**config.mk**
```make
export PLATFORM = sky130hd
export DESIGN_NAME = game_flow_ctrl
export DESIGN_NICKNAME = d
export VERILOG_FILES = /design/src/rtl/game_pkg.sv /design/src/rtl/game_flow_ctrl_result_hold_counter.sv /design/src/rtl/game_flow_ctrl.sv
export SDC_FILE = /design/constraint.sdc
export NUM_CORES = 1
export LEC_CHECK = 0
export CAP_MARGIN = 20
export CORE_ASPECT_RATIO = 0.6
export CORE_MARGIN = 2
export CORE_UTILIZATION = 35
export CTS_CLUSTER_SIZE = 20
export DETAILED_ROUTE_END_ITERATION = 10
export GPL_TIMING_DRIVEN = 0
export HOLD_SLACK_MARGIN = 0.02
export PLACE_DENSITY_LB_ADDON = 0.15
export SLEW_MARGIN = 20
export SYNTH_ARGS = -nofsm -noshare
export SYNTH_HDL_FRONTEND = slang
export SYNTH_SLANG_ARGS = --single-unit
export TNS_END_PERCENT = 5
```
**constraint.sdc**
```tcl
create_clock -name clk -period 2.1 [get_ports clk]
set_input_delay 0.21 -clock clk [delete_from_list [all_inputs] [get_ports clk]]
set_output_delay 0.21 -clock clk [all_outputs]
set_load 0.03 [all_outputs]
```
**src/rtl/game_pkg.sv**
```systemverilog
// game_pkg: shared definitions for the game-flow controller.
//   - state_e     : 3-bit FSM state encoding (IDLE, LOAD, RUN, PAUSE, LOST, WON)
//   - LEVEL_*     : 2-bit level codes presented to the two-digit timer
//   - HOLD_CYCLES_DEFAULT : result hold time, 1 s at 50 MHz
package game_pkg;

  typedef enum logic [2:0] {
    ST_IDLE  = 3'd0,
    ST_LOAD  = 3'd1,
    ST_RUN   = 3'd2,
    ST_PAUSE = 3'd3,
    ST_LOST  = 3'd4,
    ST_WON   = 3'd5
  } state_e;

  localparam logic [1:0] LEVEL_NONE = 2'b00;
  localparam logic [1:0] LEVEL_EASY = 2'b01;
  localparam logic [1:0] LEVEL_MED  = 2'b10;
  localparam logic [1:0] LEVEL_HARD = 2'b11;

  localparam int unsigned HOLD_CYCLES_DEFAULT = 32'd50_000_000;

endpackage : game_pkg

```
**src/rtl/game_flow_ctrl_result_hold_counter.sv**
```systemverilog
// result_hold_counter: counts cycles spent in a result state (WON/LOST).
//   clk      in  system clock
//   rst      in  asynchronous active-low reset
//   count_en in  high while the controller sits in a result state
//   clear    in  synchronous clear of the count
//   done     out high during the HOLD_CYCLES-th enabled cycle, so the
//                controller leaves the result state on that edge
// The counter saturates at HOLD_CYCLES and never wraps.
module result_hold_counter #(
  parameter int unsigned HOLD_CYCLES = 32'd4
) (
  input  logic clk,
  input  logic rst,
  input  logic count_en,
  input  logic clear,
  output logic done
);

  localparam int unsigned CW = $clog2(HOLD_CYCLES + 32'd1);
  localparam logic [CW-1:0] CNT_LAST = CW'(HOLD_CYCLES - 32'd1);
  localparam logic [CW-1:0] CNT_MAX  = CW'(HOLD_CYCLES);

  logic [CW-1:0] cnt_q;
  logic [CW-1:0] cnt_d;

  // Next count: cleared when idle or told to, saturating increment otherwise.
  always_comb begin
    cnt_d = cnt_q;
    if (clear || !count_en) begin
      cnt_d = '0;
    end else if (cnt_q < CNT_MAX) begin
      cnt_d = cnt_q + CW'(1);
    end else begin
      cnt_d = cnt_q;
    end
  end

  // Count register.
  always_ff @(posedge clk or negedge rst) begin
    if (!rst) begin
      cnt_q <= '0;
    end else begin
      cnt_q <= cnt_d;
    end
  end

  // The count lags the cycle index by one, so the last hold cycle shows HOLD_CYCLES-1.
  assign done = count_en && (cnt_q == CNT_LAST);

endmodule : result_hold_counter

```
**src/rtl/game_flow_ctrl.sv**
```systemverilog
// game_flow_ctrl: game-flow controller for the two-digit countdown timer.
//   clk           in  system clock, rising edge
//   rst           in  asynchronous active-low reset
//   startPulse    in  one-cycle start request
//   pausePulse    in  one-cycle pause/resume toggle (ignored without GAME_PAUSE_EN)
//   levelSel[1:0] in  requested level (00 invalid)
//   playerWin     in  level-complete indication, sampled only in RUN
//   timeout       in  timer reached 00
//   timerReconfig out one-cycle timer load (LOAD state)
//   timerEnable   out timer counting enable (RUN state)
//   gameLevel     out latched level, changes only on an accepted start
//   gameActive    out RUN or PAUSE
//   gamePaused    out PAUSE
//   gameOver      out LOST
//   gameWon       out WON
// Build option: define GAME_PAUSE_EN to include the PAUSE state.
// All outputs are flops loaded from the next state, so nothing is
// combinational from input to output.
module game_flow_ctrl
  import game_pkg::*;
#(
  parameter int unsigned HOLD_CYCLES = HOLD_CYCLES_DEFAULT
) (
  input  logic       clk,
  input  logic       rst,
  input  logic       startPulse,
  input  logic       pausePulse,
  input  logic [1:0] levelSel,
  input  logic       playerWin,
  input  logic       timeout,
  output logic       timerReconfig,
  output logic       timerEnable,
  output logic [1:0] gameLevel,
  output logic       gameActive,
  output logic       gamePaused,
  output logic       gameOver,
  output logic       gameWon
);

  state_e     state_q;
  state_e     state_d;
  logic [1:0] level_q;
  logic [1:0] level_d;
  logic       reconfig_q;
  logic       enable_q;
  logic       active_q;
  logic       paused_q;
  logic       over_q;
  logic       won_q;
  logic       paused_d;
  logic       hold_en_s;
  logic       hold_done_s;

`ifndef GAME_PAUSE_EN
  logic       unused_pause_s;
  assign unused_pause_s = pausePulse;
`endif

  assign hold_en_s = (state_q == ST_LOST) || (state_q == ST_WON);

  result_hold_counter #(
    .HOLD_CYCLES (HOLD_CYCLES)
  ) u_hold (
    .clk      (clk),
    .rst      (rst),
    .count_en (hold_en_s),
    .clear    (hold_done_s),
    .done     (hold_done_s)
  );

  // Next-state and level-latch logic.
  always_comb begin
    state_d = state_q;
    level_d = level_q;
    case (state_q)
      ST_IDLE: begin
        if (startPulse && (levelSel != LEVEL_NONE)) begin
          level_d = levelSel;
          state_d = ST_LOAD;
        end else begin
          state_d = ST_IDLE;
        end
      end
      ST_LOAD: begin
        state_d = ST_RUN;
      end
      ST_RUN: begin
        // Win beats timeout when both arrive together.
        if (playerWin) begin
          state_d = ST_WON;
        end else if (timeout) begin
          state_d = ST_LOST;
`ifdef GAME_PAUSE_EN
        end else if (pausePulse) begin
          state_d = ST_PAUSE;
`endif
        end else begin
          state_d = ST_RUN;
        end
      end
`ifdef GAME_PAUSE_EN
      ST_PAUSE: begin
        if (pausePulse) begin
          state_d = ST_RUN;
        end else begin
          state_d = ST_PAUSE;
        end
      end
`endif
      ST_LOST, ST_WON: begin
        if (hold_done_s) begin
          state_d = ST_IDLE;
        end else begin
          state_d = state_q;
        end
      end
      default: begin
        state_d = ST_IDLE;
      end
    endcase
  end

  // Paused flag decode; constant zero when the PAUSE state is not built.
  always_comb begin
`ifdef GAME_PAUSE_EN
    paused_d = (state_d == ST_PAUSE);
`else
    paused_d = 1'b0;
`endif
  end

  // State, level and registered output flops.
  always_ff @(posedge clk or negedge rst) begin
    if (!rst) begin
      state_q    <= ST_IDLE;
      level_q    <= LEVEL_NONE;
      reconfig_q <= 1'b0;
      enable_q   <= 1'b0;
      active_q   <= 1'b0;
      paused_q   <= 1'b0;
      over_q     <= 1'b0;
      won_q      <= 1'b0;
    end else begin
      state_q    <= state_d;
      level_q    <= level_d;
      reconfig_q <= (state_d == ST_LOAD);
      enable_q   <= (state_d == ST_RUN);
      active_q   <= (state_d == ST_RUN) || (state_d == ST_PAUSE);
      paused_q   <= paused_d;
      over_q     <= (state_d == ST_LOST);
      won_q      <= (state_d == ST_WON);
    end
  end

  assign timerReconfig = reconfig_q;
  assign timerEnable   = enable_q;
  assign gameLevel     = level_q;
  assign gameActive    = active_q;
  assign gamePaused    = paused_q;
  assign gameOver      = over_q;
  assign gameWon       = won_q;

endmodule : game_flow_ctrl

```
==> results.sh, run 1 <==
export IMPL_routed_wl_um=4646
export IMPL_synth_edf_count=0
export IMPL_pin_count=16
export IMPL_num_nets_final=240
export IMPL_hpwlAfterDp_um=3217
export IMPL_peakVddDrop_v=0.0003392
export IMPL_whs_ps=338.4
export IMPL_start_util=0.3645
export IMPL_ant_nets=0
export IMPL_timing_final_hold_violations=0
export IMPL_p_clk_frac=0.421
export IMPL_drt_pass1_iter_count=4
export IMPL_synth_area_per_cell_um2=8.903
export IMPL_crit_path_end_kind="flip-flop"
export IMPL_comb_power_share=0.034
export IMPL_routedWlPerCell_um=15.64
export IMPL_leakagePower_nw=0.9016
export IMPL_use_met2=0.2250
export IMPL_fp_coreArea_um2=5080
export IMPL_rows=20
export IMPL_syn_num_nets=217
export IMPL_viasPerCell=5.407
export IMPL_grt_max_degree=25
export IMPL_worstMarginPinSlew_ps=634.8
export IMPL_crit_type="reg2reg"
export IMPL_skew_ps=3.129
export IMPL_grt_pass1_wl_um=7831
export IMPL_post_route_min_period_ps=2014
export IMPL_cp_arrival_ps=2230
export IMPL_path_max_fanout=10
export IMPL_final_common_cell="dfrtp_1"
export IMPL_synth_main_ff_cell="dfrtp_1"
export IMPL_drc=0
export IMPL_area_delta_synth_final_pct=20.81
export IMPL_htreeDepth=2
export IMPL_cts_tree="yes"
export IMPL_fin_area_um2=2237
export IMPL_synth_area_um2=1852
export IMPL_netlist_instances=208
export IMPL_use_met1=0.2810
export IMPL_clk_pin_slew_worst_paths_ps=70
export IMPL_grt_pass1_vias=1484
export IMPL_root_buffer="clkbuf_8"
export IMPL_fmax_mhz=496.6
export IMPL_top_usage_layer="met1"
export IMPL_cts_buffer_depth=2
export IMPL_gp_congestion=0.8085
export IMPL_tns_ps=0
export IMPL_io_buffers=13
export IMPL_drv_cap=0
export IMPL_switching_share=0.2118
export IMPL_cts_made_buffers=5
export IMPL_yosysSeqAreaShare=0.4865
export IMPL_power_total_w=0.001277
export IMPL_p_sw_w=0.0002705
export IMPL_hold_path_class="in2async"
export IMPL_max_slew_margin=0.5723
export IMPL_drt_iter0_markers=147
export IMPL_antenna_found_initial=0
export IMPL_finalCritPeriodShare=0.9590
export IMPL_synth_cell_types=34
export IMPL_maxSlewViolCount=0
export IMPL_async_reset_ff_frac=1.000
export IMPL_start_kind="flip-flop"
export IMPL_power_density_nw_per_um2=570.8
export IMPL_clk_latency_ps=290
export IMPL_vias=1606
export IMPL_outcome="complete, no violations"
export IMPL_layout_common_cells="35 x dfrtp_1, 25 x nand2_1, 21 x o21ai_0, 21 x a21oi_1, 16 x or3_1"
export IMPL_overflow=0
export IMPL_p_int_w=0.001006
export IMPL_dieHeight_um=60.34
export IMPL_pwr_share_seq=0.545
export IMPL_required_ps=2310
export IMPL_placed_cell_area_um2=2079
export IMPL_ys_warnings_count=0
export IMPL_layout_drive_gt1_share=0.1126
export IMPL_clock_sinks=36
export IMPL_final_setup_viol_count=0
export IMPL_antenna_cells=0
export IMPL_met3_usage=0.04147
export IMPL_die_w_um=97.91
export IMPL_ys_ff_latch=36
export IMPL_die_area_um2=5908
export IMPL_track_usage=0.1736
-- cell families (layout without fill, tap and decap cells) --
| group | Yosys count | count (layout) | synth area share |
|---|---|---|---|
| AOI/OAI and AO/OA | 56 | 56 | 0.1709 |
| xor gates and xnor gates | 1 | 1 | 0.004731 |
| adders and majority gates | 1 | 1 | 0.006756 |
| buffers and inverters | 15 | 38 | 0.03851 |
| DFF | 36 | 36 | 0.4865 |
| muxes | 2 | 2 | 0.01081 |
| other | 1 | 1 | 0.002025 |
| and+or+nand+nor | 96 | 96 | 0.2797 |
-- what timing repair did --
action                                  4_1_cts  5_1_grt
hold buffers                                  1        0
cloned                                        0        0
gates resized for setup                       4       12
endpoints found under the hold margin        12        0
pin swaps                                     1        1
buffers inserted                              0        2
endpoints found under the setup margin       20       25
-- layer usage --
| layer | part of all wire | wire length, um |
|---|---|---|
| met5 | 0 | 0 |
| met1 | 0.56 | 2609 |
| met3 | 0.041 | 192 |
| met4 | 0.011 | 52 |
| met2 | 0.39 | 1791 |
-- state kept, by name, indices dropped and copies added, names as in the netlist --
| signal | cells |
|---|---|
| gameLevel | 2 |
| gameOver | 1 |
| state_q | 3 |
| timerReconfig | 1 |
| gameWon | 1 |
| u_hold.cnt_q | 26 |
| timerEnable | 1 |
| gameActive | 1 |
-- cell usage after synthesis, types with 5 or more instances --
cell type  number  share of area
dfrtp_1        36           0.49
nand2_1        25          0.051
a21oi_1        21          0.057
o21ai_0        21          0.057
or3_1          16          0.054
nand3_1        13          0.035
nor2_1          8          0.016
clkbuf_1        6          0.012
or4_1           6          0.024
and3_1          5          0.017
nand4_1         5          0.017
-- stage by stage --
| stage | std cells | utilization | setup slack [ps] |
|---|---|---|---|
| 6_report | 297 | 0.4404 | 86.19 |
| 4_1_cts | 296 | 0.4325 | 13.75 |
| 2_1_floorplan | 208 | - | 203.7 |
| 3_5_place_dp | 288 | 0.4094 | -100.7 |
| 3_3_place_gp | 287 | 0.4064 | -85.08 |
| 5_1_grt | 297 | 0.4404 | -4.670 |
-- power by group through the flow --
stage	Combinational [W]	Clock, W	Sequential (W)
2_1_floorplan	0.00000552	0	0.000713
4_1_cts	0.0000459	0.000555	0.000696
3_3_place_gp	0.0000405	0	0.000709
5_1_grt	0.0000487	0.000588	0.000695
6_report	0.0000440	0.000537	0.000696
3_5_place_dp	0.0000442	0	0.000709
-- layout make-up --
cell class	count	area, um^2
Inverter	4	15.01
Fill cell	503	2843
Clock buffer	7	96.34
Sequential cell	36	902.1
Timing Repair Buffer	17	170.2
Buffer	10	65.06
Tap cell	66	82.58
Multi-Input combinational cell	157	905.9
-- critical path, stage by stage (launching register included) --
cell	delay, ps
dfrtp_2	470
nor4_4	320
nand2_1	110
a31o_2	240
buf_6	150
or4_1	500
a21oi_1	150
-- worst paths after layout --
path / startpoint / endpoint / slack, ps / cells past startpoint
worst min-delay path: rst / u_hold.cnt_q[18] / 340 / 2
min in group clk: gameLevel[1] / gameLevel[1] / 480 / 2
max in group asynchronous: rst / u_hold.cnt_q[11] / 1320 / 3
worst max-delay path: u_hold.cnt_q[11] / u_hold.cnt_q[9] / 90 / 6
worst min register to register: gameLevel[1] / gameLevel[1] / 480 / 2
worst max register to register: u_hold.cnt_q[11] / u_hold.cnt_q[9] / 90 / 6
Power figures use the tool's default switching activity.
==> inputs of run 2 (changes only) <==
SLEW_MARGIN = not set   (was 20)
==> run 2 against run 1 <==
Core utilization is 0.81 points lower. Clock skew is 3.9 ps higher. Via count is 1.7% lower. Routed wire length is 3.0% lower. Global-route usage is 0.62 points lower. Clock power is 2% lower. Critical endpoint is now u_hold.cnt_q[24]. Largest power group unchanged.
==> results.sh, run 2 (synthesis gave the netlist of run 1 again) <==
export IMPL_outcome="complete, no violations"
export IMPL_dieHeight_um=60.34
export IMPL_placed_cell_area_um2=2059
export IMPL_post_route_min_period_ps=2038
export IMPL_path_max_fanout=10
export IMPL_htreeDepth=2
export IMPL_timing_final_hold_violations=0
export IMPL_ant_nets=0
export IMPL_die_w_um=97.91
export IMPL_use_met1=0.2815
export IMPL_gp_congestion=0.8085
export IMPL_viasPerCell=5.371
export IMPL_start_util=0.3645
export IMPL_clock_sinks=36
export IMPL_area_delta_synth_final_pct=18.58
export IMPL_r2r_cells=6
export IMPL_clk_latency_ps=280
export IMPL_critPathMaxStageDelay_ps=470
export IMPL_p_sw_w=0.0002601
export IMPL_cp_top_family="simple AND/OR/NAND/NOR gates"
export IMPL_pwr_share_seq=0.552
export IMPL_start_kind="flip-flop"
export IMPL_overflow=0
export IMPL_clk_pin_slew_worst_paths_ps=70
export IMPL_leakagePower_nw=0.8816
export IMPL_final_common_cell="dfrtp_1"
export IMPL_rows=20
export IMPL_grt_max_degree=37
export IMPL_cts_made_buffers=5
export IMPL_top_register="u_hold.cnt_q"
export IMPL_rsz0062_at_grt="yes"
export IMPL_antenna_cells=0
export IMPL_cp_arrival_ps=2250
export IMPL_path_buf_inv=1
export IMPL_largest_reg_flops=26
export IMPL_hpwlAfterDp_um=3151
export IMPL_cp_depth=6
export IMPL_worstMarginPinSlew_ps=820.5
export IMPL_cts_tree="yes"
export IMPL_routedWlPerCell_um=15.33
export IMPL_ff2ff_setup_slack_ps=60
export IMPL_finalCritPeriodShare=0.9704
export IMPL_reg2reg_from="u_hold.cnt_q[11]"
export IMPL_switching_share=0.2062
export IMPL_crit_chain="nor4_4 > nand2_1 > a31o_2 > clkbuf_1 > or3_1 > a21oi_1"
export IMPL_power_density_nw_per_um2=574.6
export IMPL_crit_path_end_kind="flip-flop"
export IMPL_antenna_found_initial=0
export IMPL_layout_drive_gt1_share=0.09649
export IMPL_cts_hold_buf=0
export IMPL_r2r_end="u_hold.cnt_q[24]"
export IMPL_tns_ps=0
export IMPL_hold_path_class="in2async"
export IMPL_p_clk_frac=0.418
export IMPL_final_setup_viol_count=0
export IMPL_required_ps=2310
export IMPL_num_nets_final=237
export IMPL_drc=0
export IMPL_vias=1579
export IMPL_peakVddDrop_v=0.0002485
export IMPL_fp_coreArea_um2=5080
export IMPL_slowest_stage="dfrtp_2"
export IMPL_maxSlewViolCount=0
export IMPL_fin_area_um2=2196
export IMPL_drt_pass1_iter_count=5
export IMPL_skew_ps=7.076
export IMPL_grt_pass1_vias=1422
export IMPL_crit_type="reg2reg"
export IMPL_top_usage_layer="met1"
export IMPL_fmax_mhz=490.7
export IMPL_drt_iter0_markers=94
export IMPL_cts_buffer_depth=2
export IMPL_routed_wl_um=4508
export IMPL_max_slew_margin=0.4530
export IMPL_layout_common_cells="34 x dfrtp_1, 25 x nand2_1, 21 x o21ai_0, 21 x a21oi_1, 16 x or3_1"
export IMPL_use_met2=0.2035
export IMPL_root_buffer="clkbuf_8"
export IMPL_comb_power_share=0.030
export IMPL_die_area_um2=5908
export IMPL_met3_usage=0.04147
export IMPL_drv_cap=0
export IMPL_pin_count=16
export IMPL_p_int_w=0.001002
export IMPL_io_buffers=13
export IMPL_grt_pass1_wl_um=7590
export IMPL_track_usage=0.1674
## run 2: per-stage QoR
stage                     cells  setup slack, ps   power, W  hold WS, ps    util
after CTS                   294            22.46   0.001286        59.72  0.4266
final                       294            62.12   0.001262        13.42  0.4323
after global placement      287           -85.08  0.0007498        461.6  0.4064
after global routing        294           -22.78   0.001315        87.25  0.4323
after floorplan             208            203.7  0.0007190       -85.59       -
after detailed placement    287           -87.55  0.0007493        371.1  0.4054
## run 2: how the worst max path moves through the flow
stage	from	to	slack (ps)
after floorplan	u_hold.cnt_q[0]	u_hold.cnt_q[22]	200
after global placement	u_hold.cnt_q[11]	u_hold.cnt_q[2]	-90
after detailed placement	u_hold.cnt_q[11]	u_hold.cnt_q[4]	-90
after CTS	u_hold.cnt_q[12]	u_hold.cnt_q[1]	20
after global routing	u_hold.cnt_q[11]	u_hold.cnt_q[4]	-20
final	u_hold.cnt_q[11]	u_hold.cnt_q[24]	60
## run 2: cell type report
class	instances	area, um^2
fill	503	2884
sequential	36	903.4
timing repair buffer	14	132.6
tap	66	82.58
buffer	10	58.81
clock buffer	7	96.34
multi-input combinational	157	907.1
inverter	4	15.01
## run 2: layer usage
layer	wire length, um	vias up	part of all wire
met5	0	-	0
met4	31	0	0.0069
met3	159	5	0.035
met2	1676	32	0.37
met1	2639	741	0.59
li1	-	801	-
## run 2: power groups by stage
stage	Combinational (W)	Clock (W)	Sequential [W]
2_1_floorplan	0.00000552	0	0.000713
3_3_place_gp	0.0000405	0	0.000709
3_5_place_dp	0.0000400	0	0.000709
4_1_cts	0.0000400	0.000551	0.000696
5_1_grt	0.0000427	0.000577	0.000695
6_report	0.0000381	0.000527	0.000696
## run 2: timing repair
action / 4_1_cts / 5_1_grt
endpoints found under the hold margin: 0 / 0
setup buffers: 0 / 1
gates resized for setup: 4 / 7
endpoints found under the setup margin: 19 / 25
pin swaps: 0 / 2
